--- config.mk ---
export PLATFORM = sky130hd
export DESIGN_NAME = risk_cache_arbiter
export DESIGN_NICKNAME = d
export VERILOG_FILES = /design/src/rtl/cache_def.sv /design/src/rtl/rr_pick.sv /design/src/rtl/risk_cache_arbiter.sv
export SDC_FILE = /design/constraint.sdc
export NUM_CORES = 1
export LEC_CHECK = 0
export ABC_AREA = 1
export ABC_CLOCK_PERIOD_IN_PS = 4490
export CAP_MARGIN = 20
export CORE_ASPECT_RATIO = 1.2
export CORE_MARGIN = 2
export CORE_UTILIZATION = 35
export CTS_BUF_LIST = sky130_fd_sc_hd__clkbuf_4 sky130_fd_sc_hd__clkbuf_8
export CTS_CLUSTER_SIZE = 10
export DETAILED_ROUTE_END_ITERATION = 7
export GPL_TIMING_DRIVEN = 0
export MAX_ROUTING_LAYER = met4
export PLACE_DENSITY = 0.73
export RECOVER_POWER = 25
export SETUP_SLACK_MARGIN = 0.02
export SLEW_MARGIN = 20
export SYNTH_ARGS = -nofsm -noshare
export SYNTH_HDL_FRONTEND = slang
export SYNTH_SLANG_ARGS = --single-unit
--- constraint.sdc ---
create_clock -name clk -period 4.49 [get_ports clk]
set_clock_uncertainty 0.2 [all_clocks]
set_input_delay 0.898 -clock clk [delete_from_list [all_inputs] [get_ports clk]]
set_output_delay 0.898 -clock clk [all_outputs]
set_load 0.02 [all_outputs]
--- src/rtl/cache_def.sv ---
// Shared definitions for the risk cache block: arbiter state encoding and the
// field boundaries of the packed max-to-trade / accumulated-amount data word.
package cache_def;

  typedef enum logic {IDLE, BUSY} arb_state_t;

  localparam int unsigned RISK_MAX_MSB = 31;
  localparam int unsigned RISK_ACC_MSB = 15;

endpackage

--- src/rtl/rr_pick.sv ---
// Combinational round-robin one-hot picker: the winner is the first set bit of
// req scanning upward from ptr+1, wrapping modulo N.
module rr_pick #(
  parameter int unsigned N  = 4,
  parameter int unsigned IW = (N > 1) ? $clog2(N) : 1
) (
  input  logic [N-1:0]  req,
  input  logic [IW-1:0] ptr,
  output logic [N-1:0]  gnt,
  output logic [IW-1:0] idx
);

  always_comb begin
    logic        found;
    int unsigned cand;
    gnt   = '0;
    idx   = '0;
    found = 1'b0;
    cand  = 0;
    // ptr itself is scanned last, so the previous winner has lowest priority.
    for (int unsigned k = 1; k <= N; k++) begin
      cand = (32'(ptr) + k) % N;
      if (!found && req[cand[IW-1:0]]) begin
        found              = 1'b1;
        idx                = cand[IW-1:0];
        gnt[cand[IW-1:0]]  = 1'b1;
      end
    end
  end

endmodule

--- src/rtl/risk_cache_arbiter.sv ---
// Round-robin arbiter that shares the single CPU port of the risk cache among
// NREQ order-entry requesters, with a per-transaction watchdog.
module risk_cache_arbiter
  import cache_def::*;
#(
  parameter int unsigned NREQ    = 4,
  parameter int unsigned IDXW    = 14,
  parameter int unsigned DATAW   = 32,
  parameter int unsigned TIMEOUT = 64
) (
  input  logic                  clk,
  input  logic                  rst,
  input  logic [NREQ-1:0]       req_valid,
  input  logic [NREQ-1:0]       req_rw,
  input  logic [NREQ*IDXW-1:0]  req_index,
  input  logic [NREQ*DATAW-1:0] req_data,
  output logic [NREQ-1:0]       req_gnt,
  output logic [NREQ-1:0]       rsp_valid,
  output logic [DATAW-1:0]      rsp_data,
  output logic                  rsp_err,
  output logic                  cpu_valid,
  output logic                  cpu_rw,
  output logic [IDXW-1:0]       cpu_index,
  output logic [DATAW-1:0]      cpu_data,
  input  logic                  cpu_ready,
  input  logic [DATAW-1:0]      cpu_rdata,
  output logic                  timeout_flag,
  output logic [15:0]           txn_count
);

  localparam int unsigned PW = (NREQ > 1) ? $clog2(NREQ) : 1;
  localparam int unsigned WW = $clog2(TIMEOUT) + 1;
  localparam logic [PW-1:0] PtrRst  = PW'(NREQ - 1);
  localparam logic [WW-1:0] WdogMax = WW'(TIMEOUT - 1);

  arb_state_t       state_q, state_d;
  logic [PW-1:0]    ptr_q, ptr_d;
  logic [PW-1:0]    win_q, win_d;
  logic             rw_q, rw_d;
  logic [IDXW-1:0]  index_q, index_d;
  logic [DATAW-1:0] data_q, data_d;
  logic [WW-1:0]    wdog_q, wdog_d;
  logic [NREQ-1:0]  rsp_valid_q, rsp_valid_d;
  logic [DATAW-1:0] rsp_data_q, rsp_data_d;
  logic             rsp_err_q, rsp_err_d;
  logic             timeout_q, timeout_d;
  logic [15:0]      txn_q, txn_d;

  logic [NREQ-1:0]  pick_gnt;
  logic [PW-1:0]    pick_idx;

  rr_pick #(
    .N  (NREQ),
    .IW (PW)
  ) u_rr_pick (
    .req (req_valid),
    .ptr (ptr_q),
    .gnt (pick_gnt),
    .idx (pick_idx)
  );

  always_comb begin
    state_d     = state_q;
    ptr_d       = ptr_q;
    win_d       = win_q;
    rw_d        = rw_q;
    index_d     = index_q;
    data_d      = data_q;
    wdog_d      = wdog_q;
    rsp_valid_d = '0;
    rsp_data_d  = '0;
    rsp_err_d   = 1'b0;
    timeout_d   = timeout_q;
    txn_d       = txn_q;
    req_gnt     = '0;

    unique case (state_q)
      IDLE: begin
        // Grant is combinational but must read as 0 while reset is held.
        req_gnt = rst ? '0 : pick_gnt;
        if (|pick_gnt) begin
          state_d = BUSY;
          win_d   = pick_idx;
          rw_d    = req_rw[pick_idx];
          index_d = req_index[32'(pick_idx) * IDXW +: IDXW];
          data_d  = req_data[32'(pick_idx) * DATAW +: DATAW];
          wdog_d  = '0;
        end
      end
      BUSY: begin
        // Completion takes priority over a watchdog expiry on the same edge.
        if (cpu_ready) begin
          state_d            = IDLE;
          rsp_valid_d[win_q] = 1'b1;
          rsp_data_d         = cpu_rdata;
          ptr_d              = win_q;
          txn_d              = txn_q + 16'd1;
        end else if (wdog_q == WdogMax) begin
          state_d            = IDLE;
          rsp_valid_d[win_q] = 1'b1;
          rsp_err_d          = 1'b1;
          timeout_d          = 1'b1;
          ptr_d              = win_q;
        end else begin
          wdog_d = wdog_q + 1'b1;
        end
      end
    endcase
  end

  always_ff @(posedge clk) begin
    if (rst) begin
      state_q     <= IDLE;
      ptr_q       <= PtrRst;
      win_q       <= '0;
      rw_q        <= 1'b0;
      index_q     <= '0;
      data_q      <= '0;
      wdog_q      <= '0;
      rsp_valid_q <= '0;
      rsp_data_q  <= '0;
      rsp_err_q   <= 1'b0;
      timeout_q   <= 1'b0;
      txn_q       <= '0;
    end else begin
      state_q     <= state_d;
      ptr_q       <= ptr_d;
      win_q       <= win_d;
      rw_q        <= rw_d;
      index_q     <= index_d;
      data_q      <= data_d;
      wdog_q      <= wdog_d;
      rsp_valid_q <= rsp_valid_d;
      rsp_data_q  <= rsp_data_d;
      rsp_err_q   <= rsp_err_d;
      timeout_q   <= timeout_d;
      txn_q       <= txn_d;
    end
  end

  assign cpu_valid    = (state_q == BUSY);
  assign cpu_rw       = rw_q;
  assign cpu_index    = index_q;
  assign cpu_data     = data_q;
  assign rsp_valid    = rsp_valid_q;
  assign rsp_data     = rsp_data_q;
  assign rsp_err      = rsp_err_q;
  assign timeout_flag = timeout_q;
  assign txn_count    = txn_q;

endmodule

== After elaboration in Yosys (flattened, before gate mapping) ==
Index checks and enable logic that the tools add are counted.

* Bits of input ports: 227
* Register bits after elaboration: 113
* Logic and storage cells: 108

* Multiplexer cells: 46
* Bitwise logic cells: 5
* Shifts and indexed selects: 2
* $add $sub $neg: 6
* Equal/unequal tests: 4
* Multipliers: 1
* Reductions and logical operators: 21
* Order comparisons: 11

{| class="wikitable"
|+ Operator list
! cell !! count
|-
| 128-bit by 8-bit indexed part select with 32-bit output || 1
|-
| 56-bit by 7-bit indexed part select with 14-bit output || 1
|-
| 4-bit two-way mux || 8
|-
| 7-bit two-way mux || 3
|-
| 2-bit by 3-bit less-than comparator with 1-bit output, second input constant || 6
|-
| 1-bit two-way mux || 17
|-
| 16-bit by 1-bit adder with 16-bit output, second input constant || 1
|-
| 7-bit case mux with 2 select lines || 1
|-
| 2-bit two-way mux || 6
|-
| 4-bit bitwise OR || 3
|-
| 1-bit binary-select mux with 2-bit select || 5
|-
| 1-bit demux with 2-bit select || 5
|-
| 2-bit by 1-bit >= comparator with 1-bit output, second input constant || 5
|-
| 1-bit logical AND || 8
|-
| 7-bit by 1-bit adder with 7-bit output, second input constant || 1
|-
| 7-bit by 6-bit equality test with 1-bit output, second input constant || 1
|-
| 2-bit inequality test, second input constant || 3
|-
| 2-bit AND reduction || 3
|-
| 3-bit AND reduction || 2
|-
| 3-bit OR reduction || 2
|-
| 2-bit by 3-bit multiplier with 5-bit output, second input constant || 1
|-
| 2-bit by 1-bit adder with 2-bit output, second input constant || 2
|-
| 2-bit adder, second input constant || 2
|-
| 4-bit OR reduction || 1
|-
| other kinds (5) || 8
|}

== Longest topological paths before layout ==
Gate-level depths: netlist (run 1).

* Depth after elaboration: 16
* Depth in mapped cells: 17
* Gate-level depth less buffers: 16

== Hierarchy ==
Synthesis (run 1) repeated with hierarchy kept, for this count alone.

* Cells, all modules: 883
* Area, all modules: 6,013.3 um^2

{| class="wikitable"
|+ By module, submodules not included
! module !! instances !! cells each !! area an instance (um^2)
|-
| risk_cache_arbiter || 1 || 798 || 5,477.8
|-
| rr_pick || 1 || 85 || 535.5
|}

== Worst setup path before layout (run 1) ==
No wires, ideal clock.

* Path type: input to output
* Start point: input port rst
* End point: output port req_gnt[0]
* Slack: 1.371 ns
* Arrival time: 2.021 ns
* Path buffers: 3
* Cell stages on the path: 6
* Cells stage by stage: clkbuf_1 inv_1 clkbuf_1 clkbuf_1 nand3_1 inv_1

* Longest elaborated chain between the ends: 2

{| class="wikitable"
|+ RTL lines
! element !! RTL line !! RTL
|-
| from (decl) || risk_cache_arbiter.sv:12 || <nowiki>input logic rst,</nowiki>
|-
| 4-bit two-way mux || risk_cache_arbiter.sv:80 || <nowiki>req_gnt = rst ? '0 : pick_gnt;</nowiki>
|-
| 4-bit two-way mux || risk_cache_arbiter.sv:77 || <nowiki>unique case (state_q)</nowiki>
|-
| to (decl) || risk_cache_arbiter.sv:17 || <nowiki>output logic [NREQ-1:0] req_gnt,</nowiki>
|}

No other way between the ends.

== Worst setup path in the final report (run 1) ==
Ends and elaborated chain as after synthesis.

==> results of run 1 <==
[worst max-delay path, stage by stage]
cell,delay (ns)
clkbuf_1,0.27
inv_1,0.23
clkbuf_1,0.45
clkbuf_1,0.48
nand3_1,0.14
inv_1,0.08
clkdlybuf4s50_1,0.60
[Yosys cell counts, drive strengths merged]
cell type  number  share of area, %
nand3b         11               1.3
xnor2           2              0.29
a21boi          4              0.49
a21oi          18               1.5
o21ai          21               1.8
dfxtp         113                37
nor2           75               5.0
nand2         245                15
nand3         265                22
nor3           10              0.82
buf            45               4.2
nor3b           3              0.37
ha             10               2.0
and3            1              0.10
clkbuf         18               1.1
a31oi           1              0.10
nand4           6              0.61
a211oi          1              0.12
inv            87               5.3
xor2            5              0.72
[report_power, final]
| part | internal [mW] | switching, mW | leakage, nW |
|---|---|---|---|
| Sequential | 1.18 | 0.102 | 0.922 |
| Combinational | 1.24 | 2.07 | 3.38 |
| Clock | 0.626 | 0.440 | 0.216 |
[path summary, 6_finish.rpt]
kind	slack [ns]	start	depth (start not counted)	end
worst min register to register	0.25	wdog_q[6]$_SDFFE_PP0P_	2	wdog_q[6]$_SDFFE_PP0P_
worst min-delay path	0.25	wdog_q[6]$_SDFFE_PP0P_	2	wdog_q[6]$_SDFFE_PP0P_
worst max register to register	1.23	ptr_q[0]$_SDFFE_PP1P_	14	cpu_index[1]$_SDFFE_PP0P_
worst max-delay path	0.25	rst	7	req_gnt[0]
[layout make-up]
class	instances	area [um2]	area share, %
tap	216	270	2.66
timing repair buffer	331	3310	32.7
clock buffer	19	255	2.52
multi-input combinational	678	3210	31.6
sequential	113	2260	22.3
clock inverter	12	184	1.81
buffer	63	327	3.22
antenna	1	2.50	0.0247
inverter	87	327	3.22
[logic make-up (layout without fill, tap and decap cells)]
| kind of cell | after synthesis | count (layout) |
|---|---|---|
| DFF | 113 | 113 |
| xor gates and xnor gates | 7 | 7 |
| other | 0 | 1 |
| and+or+nand+nor | 616 | 616 |
| AOI/OAI and AO/OA | 45 | 45 |
| buffers and inverters | 150 | 512 |
| adders and majority gates | 10 | 10 |
[registers in the layout, summed over array words and instances (netlist names), 2 cells and up]
name       count
cpu_index     14
txn_count     16
ptr_q          2
rsp_data      32
win_q          2
rsp_valid      4
cpu_data      32
wdog_q         7
[metal layers]
layer  wire length [um]  up-vias  share of wire [%]  track usage, %
li1                   -     3747                  -               -
met4                891        0                3.7            12.6
met5                  0        -                  0               -
met2              12300      291                 50            45.2
met1               9640     3320                 40            29.1
met3               1580       57                6.5            6.31
==> results by group, run 1 <==
Outcome
  – Outcome: complete, no violations

STA
  – Relative slew slack: 59.0%
  – Final WS setup: 0.251 ns
  – Final setup viols: 0
  – Fmax: 236 MHz
  – Slew Viols, Final: 0
  – Final worst-path cycle share: 94.4%
  – Worst Max-Slew Pin Slew: 0.615 ns
  – Hold Fails Final Rpt: 0
  – Hold Slack: 0.252 ns
  – RSZ-0062 raised after global routing: false
  – Post-route setup TNS: 0 ns
  – Tmin final: 4.24 ns

CTS
  – # clock sinks: 113
  – Post-CTS Setup Bufs: 0
  – Hold_buf cts: 0
  – Post_cts resized: 0
  – CTS buffer count: 17
  – # H-tree levels: 4
  – Clk root buf: clkbuf_8
  – Clock transition at path regs: 0.07 ns
  – Clock tree from TritonCTS: done
  – Clock Tree Buf Depth: 2
  – Later-pin clock latency in the skew report: 0.44 ns

Floorplan
  – Row cnt: 52
  – Core area: 17000 um2
  – I/O pin total: 333
  – DIE AREA: 18600 um2
  – Die W: 125 um
  – Die Span Y: 149 um
  – Initial Utilization: 36.0%

Synth
  – Mapped Area: 6120 um2
  – Synth Area in Adders: 2.04%
  – Sequential share of the synthesized area: 37.0%
  – Synth warnings: 0
  – Post-Synthesis Net Count: 1178
  – Simple-Gate Fraction of Synth Area: 45.4%
  – Yosys reg bits: 113
  – Mux cell area share after synthesis: 0%
  – Post-Synth XOR/XNOR Area: 1.00%
  – Syn avg cell area: 6.50 um2
  – Synth Area in Compound Gates: 3.97%
  – Count of cell types in the netlist: 29
  – Largest family of logic cells by synthesized area: simple AND/OR/NAND/NOR gates
  – Syn Inst Count: 941

GRT
  – Largest net degree at the start of global routing: 17
  – Gr ovfl total: 0
  – Number of global-route vias before repair: 7141
  – Global-route wire length before repair: 37400 um
  – GRT Resource Usage Total: 26.4%
  – Initial antenna violation count: 1

Placed design
  – HPWL Detailed: 19700 um
  – Area after DPL: 9700 um2
  – RD Place Congestion: 0.917
  – Port bufs: 331
  – Pre-CTS setup slack: 0.220 ns
  – Placed insts: 1488

Setup path
  – Critical path class: input port to output pin
  – Setup crit end kind: output pin
  – CP Data Required Time: 3.39 ns
  – Startpoint types: input port
  – CP Max Fanout: 10
  – WP data arrival: 3.14 ns

Power and ir drop
  – Worst VDD drop: 0.251 mV
  – Pwr Density: 558 nW/um2
  – Final total power: 5.66 mW
  – Leak: 4.52 nW

Routing
  – DRT antenna net count: 0
  – Initial drt markers: 424
  – Drt wl/cell: 16.1 um
  – Avg Vias per Cell: 4.88
  – DRT Pass-1 Iters: 5
  – Via count: 7415
  – Drt total wl: 24400 um
  – DRC errors left: 0

Final layout
  – Fraction of layout cells with a size suffix above 1: 6.98%
  – Area grow syn2layout: 65.8%
  – Non-filler cells, final: 1520
  – Final core utilization: 59.7%
  – Final Cell Area: 10100 um2
  – Commonest non-fill, non-tap cell in the layout: clkdlybuf4s50_1
  – Fillers: 1642
  – Most frequent cells in the layout: clkdlybuf4s50_1, nand3_1, nand2_1
  – Fin nets: 1528

Worst hold path
  – Worst hold path type: register to register

Job
  – Max-cap viol count: 0
(Power assumes the default switching activity.)
==> run 2: changes to the inputs <==
Settings changed: CORE_AREA set to 2 2 129 131, CORE_ASPECT_RATIO 1.2 to unset, CORE_MARGIN 2 to unset, CORE_UTILIZATION 35 to unset, CTS_CLUSTER_SIZE 10 to unset, DIE_AREA set to 0 0 131 133, PLACE_DENSITY 0.73 to 0.79.
==> run 2 against run 1 <==
  * Worst hold slack got worse by 0.0042 ns
  * Utilization is 2.8 points higher
  * Clock power fell by 7%
  * Register-to-register slack better by 0.04 ns
  * Non-clock buffer count stayed put
  * Critical path depth unchanged
  * Sequential share of layout area up 0.066 points
  * Die area is 6.2% lower
  * Critical path type unchanged
  * Largest power group unchanged
==> results by group, run 2 (same netlist as run 1, synthesis figures left out) <==
STA
  – Fmax: 234 MHz (was 236 MHz)
  – Worst Max-Slew Pin Slew: 0.627 ns (was 0.615 ns)
  – Hold Fails Final Rpt: 0 (unchanged)
  – Slew Viols, Final: 0 (unchanged)
  – RSZ-0062 raised after global routing: false (unchanged)
  – Post-route setup TNS: 0 ns (unchanged)
  – Tmin final: 4.27 ns (was 4.24 ns)
  – Final setup viols: 0 (unchanged)
  – Final worst-path cycle share: 95.2% (was 94.4%)
  – Relative slew slack: 58.2% (was 59.0%)

Setup path
  – R2R depth: 15 (was 14)
  – CP Data Required Time: 3.39 ns (about the same)
  – WP data arrival: 3.17 ns (was 3.14 ns)
  – CP dominant cell by count: clkbuf_1 (unchanged)
  – Worst path slowest cell: clkdlybuf4s50_1 (unchanged)
  – Critical path, cell by cell: clkbuf_1, inv_1, clkbuf_1, clkbuf_1, nand3_1, inv_1, clkdlybuf4s50_1 (unchanged)
  – Critical path's largest stage delay: 0.59 ns (was 0.60 ns)
  – Critical path class: input port to output pin (unchanged)
  – Startpoint types: input port (unchanged)
  – Setup crit end kind: output pin (unchanged)
  – CP Max Fanout: 10 (unchanged)

Floorplan
  – Die W: 131 um (was 125 um)
  – Core area: 16200 um2 (was 17000 um2)
  – I/O pin total: 333 (unchanged)
  – Row cnt: 47 (was 52)
  – Die Span Y: 133 um (was 149 um)
  – DIE AREA: 17400 um2 (was 18600 um2)
  – Initial Utilization: 37.8% (was 36.0%)

Routing
  – DRC errors left: 0 (unchanged)
  – Via count: 7566 (was 7415)
  – Avg Vias per Cell: 4.96 (was 4.88)
  – DRT antenna net count: 0 (unchanged)
  – Initial drt markers: 386 (was 424)
  – Drt wl/cell: 15.8 um (was 16.1 um)
  – DRT Pass-1 Iters: 5 (unchanged)
  – Drt total wl: 24100 um (was 24400 um)

Final layout
  – Fin nets: 1528 (unchanged)
  – Fillers: 1519 (was 1642)
  – Most frequent cells in the layout: clkdlybuf4s50_1, nand3_1, nand2_1 (unchanged)
  – Final Cell Area: 10100 um2 (about the same)
  – Non-filler cells, final: 1524 (was 1520)
  – Register Area: 2260 um2 (unchanged)
  – ANT cells: 0 (was 1)
  – Area grow syn2layout: 65.3% (was 65.8%)
  – Fraction of layout cells with a size suffix above 1: 7.06% (was 6.98%)
  – Commonest non-fill, non-tap cell in the layout: clkdlybuf4s50_1 (unchanged)
  – Multi-input gate area: 3210 um2 (unchanged)

CTS
  – Clock transition at path regs: 0.07 ns (about the same)
  – Later-pin clock latency in the skew report: 0.45 ns (was 0.44 ns)
  – Clock tree from TritonCTS: done (unchanged)
  – Clk root buf: clkbuf_8 (unchanged)
  – # clock sinks: 113 (unchanged)
  – Post_cts resized: 0 (unchanged)
  – Hold_buf cts: 0 (unchanged)
  – # H-tree levels: 4 (unchanged)
  – Clock Tree Buf Depth: 2 (unchanged)
  – CTS buffer count: 17 (unchanged)
  – Post-CTS Setup Bufs: 0 (unchanged)

Placed design
  – HPWL Detailed: 19300 um (was 19700 um)
  – Placed insts: 1492 (was 1488)
  – Port bufs: 331 (unchanged)
  – RD Place Congestion: 0.915 (was 0.917)
  – Area after DPL: 9710 um2 (was 9700 um2)

Power and ir drop
  – Pwr Density: 554 nW/um2 (was 558 nW/um2)
  – Worst VDD drop: 0.315 mV (was 0.251 mV)
  – Leak: 4.50 nW (was 4.52 nW)

Worst hold path
  – Worst hold path type: register to register (unchanged)
  – Hold depth: 2 (unchanged)

Outcome
  – Outcome: complete, no violations (unchanged)

GRT
  – Largest net degree at the start of global routing: 17 (unchanged)
  – Gr ovfl total: 0 (unchanged)
  – GRT Resource Usage Total: 28.4% (was 26.4%)
  – Global-route wire length before repair: 37200 um (was 37400 um)
  – Number of global-route vias before repair: 7204 (was 7141)
  – Initial antenna violation count: 0 (was 1)

Job
  – Max-cap viol count: 0 (unchanged)
## run 2: final cells by class
cell class | count | area share [%]
plain buffers | 63 | 3.23
clock buffers | 19 | 2.52
clock inverters | 13 | 1.50
inverters | 87 | 3.23
multi-input cells | 678 | 31.7
flip-flops and latches | 113 | 22.4
well taps | 220 | 2.72
repair buffers | 331 | 32.8
## run 2: critical path, delay by kind of cell
kind	cells	cell delay, ns
buffers and inverters	6	2.12
AND/OR/NAND/NOR	1	0.14
## run 2: worst paths after layout
path | endpoint | slack (ns) | startpoint
setup / recovery | req_gnt[2] | 0.22 | rst
hold / removal | wdog_q[6]$_SDFFE_PP0P_ | 0.25 | wdog_q[6]$_SDFFE_PP0P_
setup reg to reg | cpu_data[28]$_SDFFE_PP0P_ | 1.27 | ptr_q[0]$_SDFFE_PP1P_
hold reg to reg | wdog_q[6]$_SDFFE_PP0P_ | 0.25 | wdog_q[6]$_SDFFE_PP0P_
## run 2: layer usage
metal / track usage (%) / share of wire [%] / vias up
met5: - / 0 / -
met4: 7.21 / 2.5 / 0
met3: 5.74 / 6.2 / 44
met2: 48.4 / 51 / 315
met1: 34.1 / 41 / 3451
li1: - / - / 3756
## run 2: stage by stage
stage	util (%)	hold WS (ns)	setup WS (ns)	power (mW)
6_report	62.6	0.247	0.217	5.61
4_1_cts	62.6	0.244	0.145	5.62
3_3_place_gp	60.0	0.231	0.206	4.57
2_1_floorplan	-	0.222	1.37	3.39
5_1_grt	62.6	0.272	0.0387	6.02
3_5_place_dp	60.0	0.233	0.145	4.62
## run 2: where the power goes
part           internal [mW]  leakage [nW]  switching, mW  total (mW)
Clock                  0.524         0.199          0.477        1.00
Sequential              1.18         0.922         0.0978        1.28
Combinational           1.24          3.38           2.08        3.32
